**config.mk**
```make
export PLATFORM = sky130hd
export DESIGN_NAME = bsg_manycore_store_fence_ctrl
export DESIGN_NICKNAME = d
export VERILOG_FILES = /design/src/rtl/bsg_manycore_store_fence_ctrl.sv
export SDC_FILE = /design/constraint.sdc
export NUM_CORES = 1
export LEC_CHECK = 0
export CAP_MARGIN = 20
export CORE_AREA = 2 2 39 41
export DETAILED_ROUTE_END_ITERATION = 8
export DIE_AREA = 0 0 41 43
export GPL_ROUTABILITY_DRIVEN = 0
export HOLD_SLACK_MARGIN = 0.08
export PLACE_DENSITY = 0.73
export SYNTH_ARGS = -nofsm -noshare
export SYNTH_HDL_FRONTEND = slang
export SYNTH_SLANG_ARGS = --single-unit
export TNS_END_PERCENT = 1
```
**constraint.sdc**
```tcl
create_clock -name clk_i -period 5.7 [get_ports clk_i]
set_input_delay 1.14 -clock clk_i [delete_from_list [all_inputs] [get_ports clk_i]]
set_output_delay 1.14 -clock clk_i [all_outputs]
set_load 0.02 [all_outputs]
```
**src/rtl/bsg_manycore_store_fence_ctrl.sv**
```systemverilog
// bsg_manycore_store_fence_ctrl: remote-store credit throttle and store fence sequencer.
// Optional fence watchdog enabled by defining BSG_FENCE_TIMEOUT_EN.
module bsg_manycore_store_fence_ctrl #(
    parameter int max_out_p = 16
`ifdef BSG_FENCE_TIMEOUT_EN
  , parameter int timeout_p = 1024
`endif
  , localparam int count_width_lp = $clog2(max_out_p + 1)
) (
    input  logic                      clk_i,
    input  logic                      reset_i,
    input  logic                      proc_v_i,
    input  logic                      proc_is_store_i,
    output logic                      proc_ready_o,
    output logic                      net_v_o,
    input  logic                      net_ready_i,
    input  logic                      ret_v_i,
    input  logic                      ret_ready_i,
    input  logic                      fence_req_i,
    output logic                      fence_done_o,
    output logic                      fence_busy_o,
    output logic [count_width_lp-1:0] out_count_o,
    output logic                      error_o
);
    typedef enum logic [1:0] {IDLE, DRAIN, DONE} state_e;
    state_e state, state_n;
    logic [count_width_lp-1:0] count;
    logic block, inc, dec, timeout;
    assign block = (state != IDLE) | (proc_is_store_i & (count == count_width_lp'(max_out_p)));
    assign net_v_o = reset_i & proc_v_i & ~block;
    assign proc_ready_o = reset_i & net_ready_i & ~block;
    assign inc = net_v_o & net_ready_i & proc_is_store_i;
    assign dec = ret_v_i & ret_ready_i;
    assign fence_done_o = state == DONE;
    assign fence_busy_o = state != IDLE;
    assign out_count_o = count;
`ifdef BSG_FENCE_TIMEOUT_EN
    localparam int timer_width_lp = $clog2(timeout_p + 1);
    logic [timer_width_lp-1:0] timer;
    // Held at zero outside DRAIN so it starts from zero on every DRAIN entry.
    always_ff @(posedge clk_i or negedge reset_i) begin
        if (!reset_i) timer <= '0;
        else timer <= (state == DRAIN) ? timer + 1'b1 : '0;
    end
    assign timeout = (state == DRAIN) && (count != '0) && (timer == timer_width_lp'(timeout_p));
`else
    assign timeout = 1'b0;
`endif
    always_ff @(posedge clk_i or negedge reset_i) begin
        if (!reset_i) state <= IDLE;
        else state <= state_n;
    end
    always_comb begin
        state_n = IDLE;
        if (state == IDLE) state_n = fence_req_i ? DRAIN : IDLE;
        else if (state == DRAIN) state_n = ((count == '0) || timeout) ? DONE : DRAIN;
    end
    // A return with nothing outstanding is an underflow; the count saturates at zero.
    always_ff @(posedge clk_i or negedge reset_i) begin
        if (!reset_i) begin
            count <= '0;
            error_o <= 1'b0;
        end else begin
            if (inc & ~dec) count <= count + 1'b1;
            else if (dec & ~inc & (count != '0)) count <= count - 1'b1;
            if ((dec & ~inc & (count == '0)) | timeout) error_o <= 1'b1;
        end
    end
endmodule

```
## Word level (Yosys, flattened, before mapping)

Index checks and enable logic that the tools add are counted.

| storage, ports and cells | value |
|---|---|
| logic and storage cells | 35 |
| input port bits | 8 |
| output and inout port bits | 10 |
| register bits after elaboration | 8 |

| operators by class | value |
|---|---|
| add/subtract/negate cells | 2 |
| equality and inequality tests | 3 |
| bitwise operators | 16 |
| multiplexer cells | 6 |
| reductions and logical operators | 5 |

Operators by type and width:

| operator | count |
|---|---|
| $and 1x1->1 | 12 |
| $mux 5 | 2 |
| $mux 2 | 3 |
| $add 5x1->5 const B | 1 |
| $eq 5x5->1 const B | 1 |
| $logic_not 5->1 | 1 |
| $reduce_bool 5->1 | 1 |
| $sub 5x1->5 const B | 1 |
| $reduce_bool 2->1 | 2 |
| $not 1->1 | 3 |
| $eq 2x1->1 const B | 1 |
| $eq 2x2->1 const B | 1 |
| $logic_not 2->1 | 1 |
| $mux 1 | 1 |
| $or 1x1->1 | 1 |

## Logic depth before layout (Yosys ltp)

Gate-level depths: netlist (run 1).

| depth | value |
|---|---|
| word-level depth | 12 |
| mapped depth | 10 |
| gate-level depth less buffers | 10 |

## Worst setup path before layout (run 1)

OpenSTA, ideal clock, no wires.

| path | value |
|---|---|
| path kind | input to register |
| start point | input net_ready_i |
| end point | register count[4] (netlist: out_count_o[4]) |
| library setup time | 84 ps |
| slack | 2889 ps |
| required time | 5616 ps |
| stages | 9 |
| arrival time | 2728 ps |
| path buffers | 0 |
| cells stage by stage | nand4_1 -> a311oi_2 -> nand2_2 -> ha_1 -> nand2b_1 -> a21oi_1 -> nor3_1 -> a211o_2 -> o21ai_0 |

| on the way | value |
|---|---|
| word-level cells in the longest chain between the ends | 6 |
| elaborated cells between the ends (all ways) | 8 |
| those cells by class | mux: 1; bitwise: 6; reduce/logical: 1 |

Ends and longest elaborated chain:

| element | line | source |
|---|---|---|
| start, declared | 16 | `input logic net_ready_i,` |
| $and 1x1->1 (*) (2 in series) | 32 | `assign inc = net_v_o & net_ready_i & proc_is_store_i;` |
| $not 1->1 | 65 | `else if (dec & ~inc & (count != '0)) count <= count - 1'b1;` |
| $and 1x1->1 (2 in series) | 65 |  |
| $reduce_bool 2->1 (no source line) | -- |  |
| end signal, assigned | 64 | `if (inc & ~dec) count <= count + 1'b1;` |
| end signal, assigned | 65 |  |
| end, declared | 27 | `logic [count_width_lp-1:0] count;` |

Mark *: on every way between the ends. The rest lies on a longest branch, timed or not.
A chain may end at the register's enable or synchronous reset.

## Worst setup path in the final report (run 1)

| path | value |
|---|---|
| start point | input reset_i |
| end point | output proc_ready_o |

| on the way | value |
|---|---|
| word-level cells in the longest chain between the ends | 2 |

Ends and longest elaborated chain:

| element | line | source |
|---|---|---|
| start, declared | 11 | `input logic reset_i,` |
| $and 1x1->1 (2 in series) | 31 | `assign proc_ready_o = reset_i & net_ready_i & ~block;` |
| end, declared | 14 | `output logic proc_ready_o,` |

No other way between the ends.

==> results of run 1 <==
[registers in the layout (all words and copies together) (netlist names)]
register,flops
out_count_o,5
state,2
error_o,1
[final timing paths]
path | startpoint | to | slack (ns) | depth (start not counted)
max | reset_i | proc_ready_o | 1.87 | 3
min | state[1] | state[0] | 0.47 | 1
max reg2reg | out_count_o[1] | out_count_o[4] | 3.07 | 10
min reg2reg | state[1] | state[0] | 0.47 | 1
max in group asynchronous | reset_i | state[1] | 4.19 | 1
min in group asynchronous | reset_i | out_count_o[4] | 1.20 | 1
[logic make-up after synthesis]
logic type | Yosys count | synth area share [%]
simple gates | 19 | 23.45
flops | 8 | 36.78
compound gates | 12 | 17.01
buf+inv | 4 | 2.758
xor+xnor | 3 | 4.828
fa+ha+maj | 4 | 10.58
mux | 2 | 4.597
[cell usage in the layout (no fill, tap or decap), types with 2 or more instances in the layout]
cell / instances
clkdlybuf4s50_1: 17
dfrtp_1: 8
nor3_1: 4
a21oi_1: 4
inv_1: 3
nor2_1: 3
ha_1: 3
clkbuf_4: 3
or2_4: 2
and3_1: 2
xnor2_1: 2
[through the flow]
step	total power, mW	std cells	instance area, um2	hold WS (ns)
global placement	0.3223	85	734.5	0.4574
floorplan	0.2475	52	544.3	0.4340
finish	0.3675	88	757.0	0.4678
CTS	0.3727	88	757.0	0.4695
global route	0.4009	88	757.0	0.5088
detailed placement	0.3293	85	734.5	0.4602
[final cells by class]
class	count	area (um2)	share of cell area [%]
clock buffer	3	22.52	2.975
inverter	4	15.01	1.983
multi-input combinational	40	329.1	43.47
sequential	8	200.2	26.45
tap	16	20.02	2.645
timing repair buffer	17	170.2	22.48
[per-layer routing]
metal / up-vias / part of all wire, % / global-route usage (%) / routed length [um]
li1: 232 / - / - / -
met1: 224 / 44 / 22.90 / 506
met2: 15 / 49 / 25.31 / 563
met3: 0 / 7.6 / 3.665 / 88
met4: 0 / 0 / 6.000 / 0
met5: - / 0 / 0 / 0
[where the power goes]
part | internal (mW) | switching, mW
Sequential | 0.0815 | 0.0358
Clock | 0.0240 | 0.0179
Combinational | 0.109 | 0.0996
==> flow_summary.ini, run 1 <==
[die]
io_pins = 18
fp.dieArea_um2 = 1763
dieWidth_um = 41
die_y_um = 43
initial_utilization_pct = 39.33
num_rows = 14
core_area_um2 = 1384

[cts]
post_cts_buffers = 0
cts_root_buf = clkbuf_4
cts_hold_buf = 0
clock-sinks = 8
path_clk_slew_ns = 0.05
clock_path_buffers = 2
cts_tree = done
cts_made_buffers = 3
insertion_delay_ns = 0.25
ctsResizeCount = 0
cts-htree-levels = 1

[timing]
finalSetupViolCount = 0
fmax_mhz = 260.8
tightest_slew_ns = 0.4982
hold_viol = 0
setup_ws_ns = 1.865
finalMaxSlewViolations = 0
fin_crit_sh_pct = 67.27
rsz0062_at_grt = no
period_minus_slack_ns = 3.835
slew_headroom_pct = 66.53
fin_setup_tns_ns = 0
fin_skew_ns = 0.004606

[placement]
portBuffers = 17
place_ws_ns = 1.786
hpwl_um = 910.4

[critical_path]
worst-path-max-fanout = 11
cp.arrival_ns = 2.69
slowest_delay_ns = 0.74
worstPathRequired_ns = 4.56
critPathBufInv = 2
worst-setup-path-type = in2out
critPathTopFamily = buffers and inverters
worstPathCellList = clkdlybuf4s50_1 -> and3_1 -> clkdlybuf4s50_1
startpoint_type = input port
crit_top_cell = clkdlybuf4s50_1
end_kind = output port
crit_slowest_cell = clkdlybuf4s50_1

[finish]
num_antenna_cells = 0
layout-drive-gt1-share_pct = 18.06
syn_to_final_growth_pct = 39.08
nets = 86
final_util_pct = 54.70
num-fill-cells = 138

[yosys]
syn-num-nets = 64
synth_top_area_cell = dfrtp_1
netlist_top_cells_count = dfrtp_1 (8), a21oi_1 (4), nor3_1 (4)
synth-edff-count = 0
synthFlopType = dfrtp_1
ys_seq_area_share_pct = 36.78
yosysMostFrequentCell = dfrtp_1
synthTopCellsByArea = dfrtp_1 (37%), ha_1 (6.9%), nor4_4 (3.9%), a21oi_1 (3.7%), fa_1 (3.7%)
async_flop_share_pct = 100.0
synth-seq-cells = 8
synth_top_cell_area_share_pct = 36.78
synth_cell_types = 30
yosysWarnings = 0
syn_inst = 52
syn_area_um2 = 544.3
syn_area_per_cell_um2 = 10.47

[grt]
grt_max_degree = 12
antenna_found_initial = 0
grt_usage_pct = 16.80
grt-ovfl-total = 0
first_global_vias = 472
grt_pass1_wl_mm = 2.014

[detailed_routing]
viasPerCell = 5.352
wire_per_inst_um = 13.16
drcViolationCount = 0
wl_mm = 1.158
drtIter0Drc = 9
ant_nets = 0
firstDrtPassIters = 2
vias = 471

[worst_hold_path]
hp-class = reg2reg

[power]
power.leakage_nw = 0.3306
max-vdd-ir-drop_mv = 0.2141
p_per_area_nw_per_um2 = 485.5

[status]
outcome = complete, no violations

[flow_run]
drv_cap = 0
Power figures use the tool's default switching activity.
==> run 2, diff against run 1 <==
Settings changed: CORE_AREA 2 2 39 41 to not set, CORE_MARGIN set to 1.5, CORE_UTILIZATION set to 39, DIE_AREA 0 0 41 43 to not set.
Clock period 5.7 ns to 3.3 ns, I/O delays scaled along.
==> flow_summary.ini, run 2 (synthesis results as in run 1) <==
[status]
outcome = complete, no violations

[cts]
ctsResizeCount = 0
insertion_delay_ns = 0.25
cts_tree = done
cts_made_buffers = 3
post_cts_buffers = 0
clock_path_buffers = 2
clock-sinks = 8
path_clk_slew_ns = 0.05
cts_root_buf = clkbuf_4
cts-htree-levels = 1
cts_hold_buf = 0

[finish]
num_antenna_cells = 0
layout_common_cells = clkdlybuf4s50_1 (17), dfrtp_1 (8), nor3_1 (4), a21oi_1 (4)
seq_area_um2 = 200.2
syn_to_final_growth_pct = 40.23
num-fill-cells = 124
final_common_cell = clkdlybuf4s50_1
nets = 87
layout-drive-gt1-share_pct = 19.18
multiInputGateArea_um2 = 329.1
largest_reg_flops = 5
fin_area_um2 = 763.2

[timing]
tightest_slew_ns = 0.4109
setup_ws_ns = 0.4570
fmax_mhz = 351.7
fin_crit_sh_pct = 86.15
finalMaxSlewViolations = 0
hold_viol = 0
finalSetupViolCount = 0
period_minus_slack_ns = 2.843
rsz0062_at_grt = no
fin_skew_ns = 0.006228
fin_setup_tns_ns = 0
slew_headroom_pct = 72.40

[critical_path]
end_kind = register
slowest_delay_ns = 0.54
startpoint_type = input port
worstPathRequired_ns = 3.47
cp.arrival_ns = 3.02
worst-setup-path-type = in2reg
worstPathCellList = clkdlybuf4s50_1 -> nand4_1 -> a311oi_2 -> nand2_2 -> ha_1 -> nand2b_1 -> a21oi_1 -> nor3_1 -> a211o_2 -> o21ai_0
crit_slowest_cell = clkdlybuf4s50_1
critPathBufInv = 1
critPathTopFamily = compound AO/OA/AOI/OAI gates
worst-path-max-fanout = 4

[power]
p_sw_mw = 0.2646
pwr-share-clk_pct = 11.3
power.leakage_nw = 0.3354
p_seq_share_pct = 32.6
swShare_pct = 41.73
max-vdd-ir-drop_mv = 0.5013
comb_power_share_pct = 56.1
p_per_area_nw_per_um2 = 830.8
power.internal_mw = 0.3694

[detailed_routing]
viasPerCell = 5.125
drcViolationCount = 0
drtIter0Drc = 6
wire_per_inst_um = 12.82
wl_mm = 1.128
ant_nets = 0
firstDrtPassIters = 4
vias = 451

[grt]
first_global_vias = 408
grt_max_degree = 11
grt_usage_pct = 16.59
grt_pass1_wl_mm = 1.718
antenna_found_initial = 0
grt-ovfl-total = 0

[placement]
hpwl_um = 850.1
place_ws_ns = 0.2468
portBuffers = 17
placed_area_um2 = 740.7

[die]
io_pins = 18
die_y_um = 40.36
core_area_um2 = 1301
initial_utilization_pct = 41.83
dieWidth_um = 40.36
num_rows = 13
fp.dieArea_um2 = 1629

[flow_run]
drv_cap = 0

[worst_hold_path]
hp-class = reg2reg
## run 2: changes by cell type in the layout (fill, tap and decap cells not counted), sizes merged
cell  change
buf       +1
## run 2: path summary, 6_finish.rpt
kind / startpoint / end / slack (ns) / cells after the start
min reg2reg: error_o / error_o / 0.47 / 1
min in group asynchronous: reset_i / out_count_o[2] / 0.75 / 2
max in group asynchronous: reset_i / state[1] / 2.41 / 2
min: error_o / error_o / 0.47 / 1
max: proc_is_store_i / out_count_o[4] / 0.46 / 10
max reg2reg: out_count_o[1] / out_count_o[4] / 0.74 / 10
## run 2: routing by layer
| metal | up-vias | wire (um) | global-route usage (%) |
|---|---|---|---|
| li1 | 236 | - | - |
| met1 | 198 | 575 | 20.55 |
| met2 | 15 | 480 | 25.00 |
| met3 | 2 | 52 | 3.333 |
| met4 | 0 | 19 | 12.50 |
| met5 | - | 0 | 0 |
## run 2: per-stage QoR
step                      std cells  utilization (%)  power, mW  hold WS, ns
final                            88            58.65     0.6341       0.4731
after global routing             88            58.65     0.6835       0.4943
after CTS                        88            58.65     0.6396       0.4783
after detailed placement         85            56.92     0.5616       0.4657
after global placement           85            56.92     0.5600       0.4538
after floorplan                  52                -     0.4274       0.3644
## run 2: power groups by stage
| stage | clock [mW] | combinational, mW | sequential [mW] |
|---|---|---|---|
| after CTS | 0.0764 | 0.358 | 0.206 |
| after global routing | 0.0814 | 0.387 | 0.215 |
| after global placement | 0 | 0.353 | 0.207 |
| after detailed placement | 0 | 0.356 | 0.206 |
| final | 0.0719 | 0.356 | 0.206 |
| after floorplan | 0 | 0.189 | 0.239 |
## run 2: final cells by class
class | instances | share of cell area [%]
clock buffers | 3 | 2.951
multi-input cells | 40 | 43.11
flip-flops and latches | 8 | 26.23
inverters | 4 | 1.967
well taps | 15 | 2.459
repair buffers | 18 | 23.28
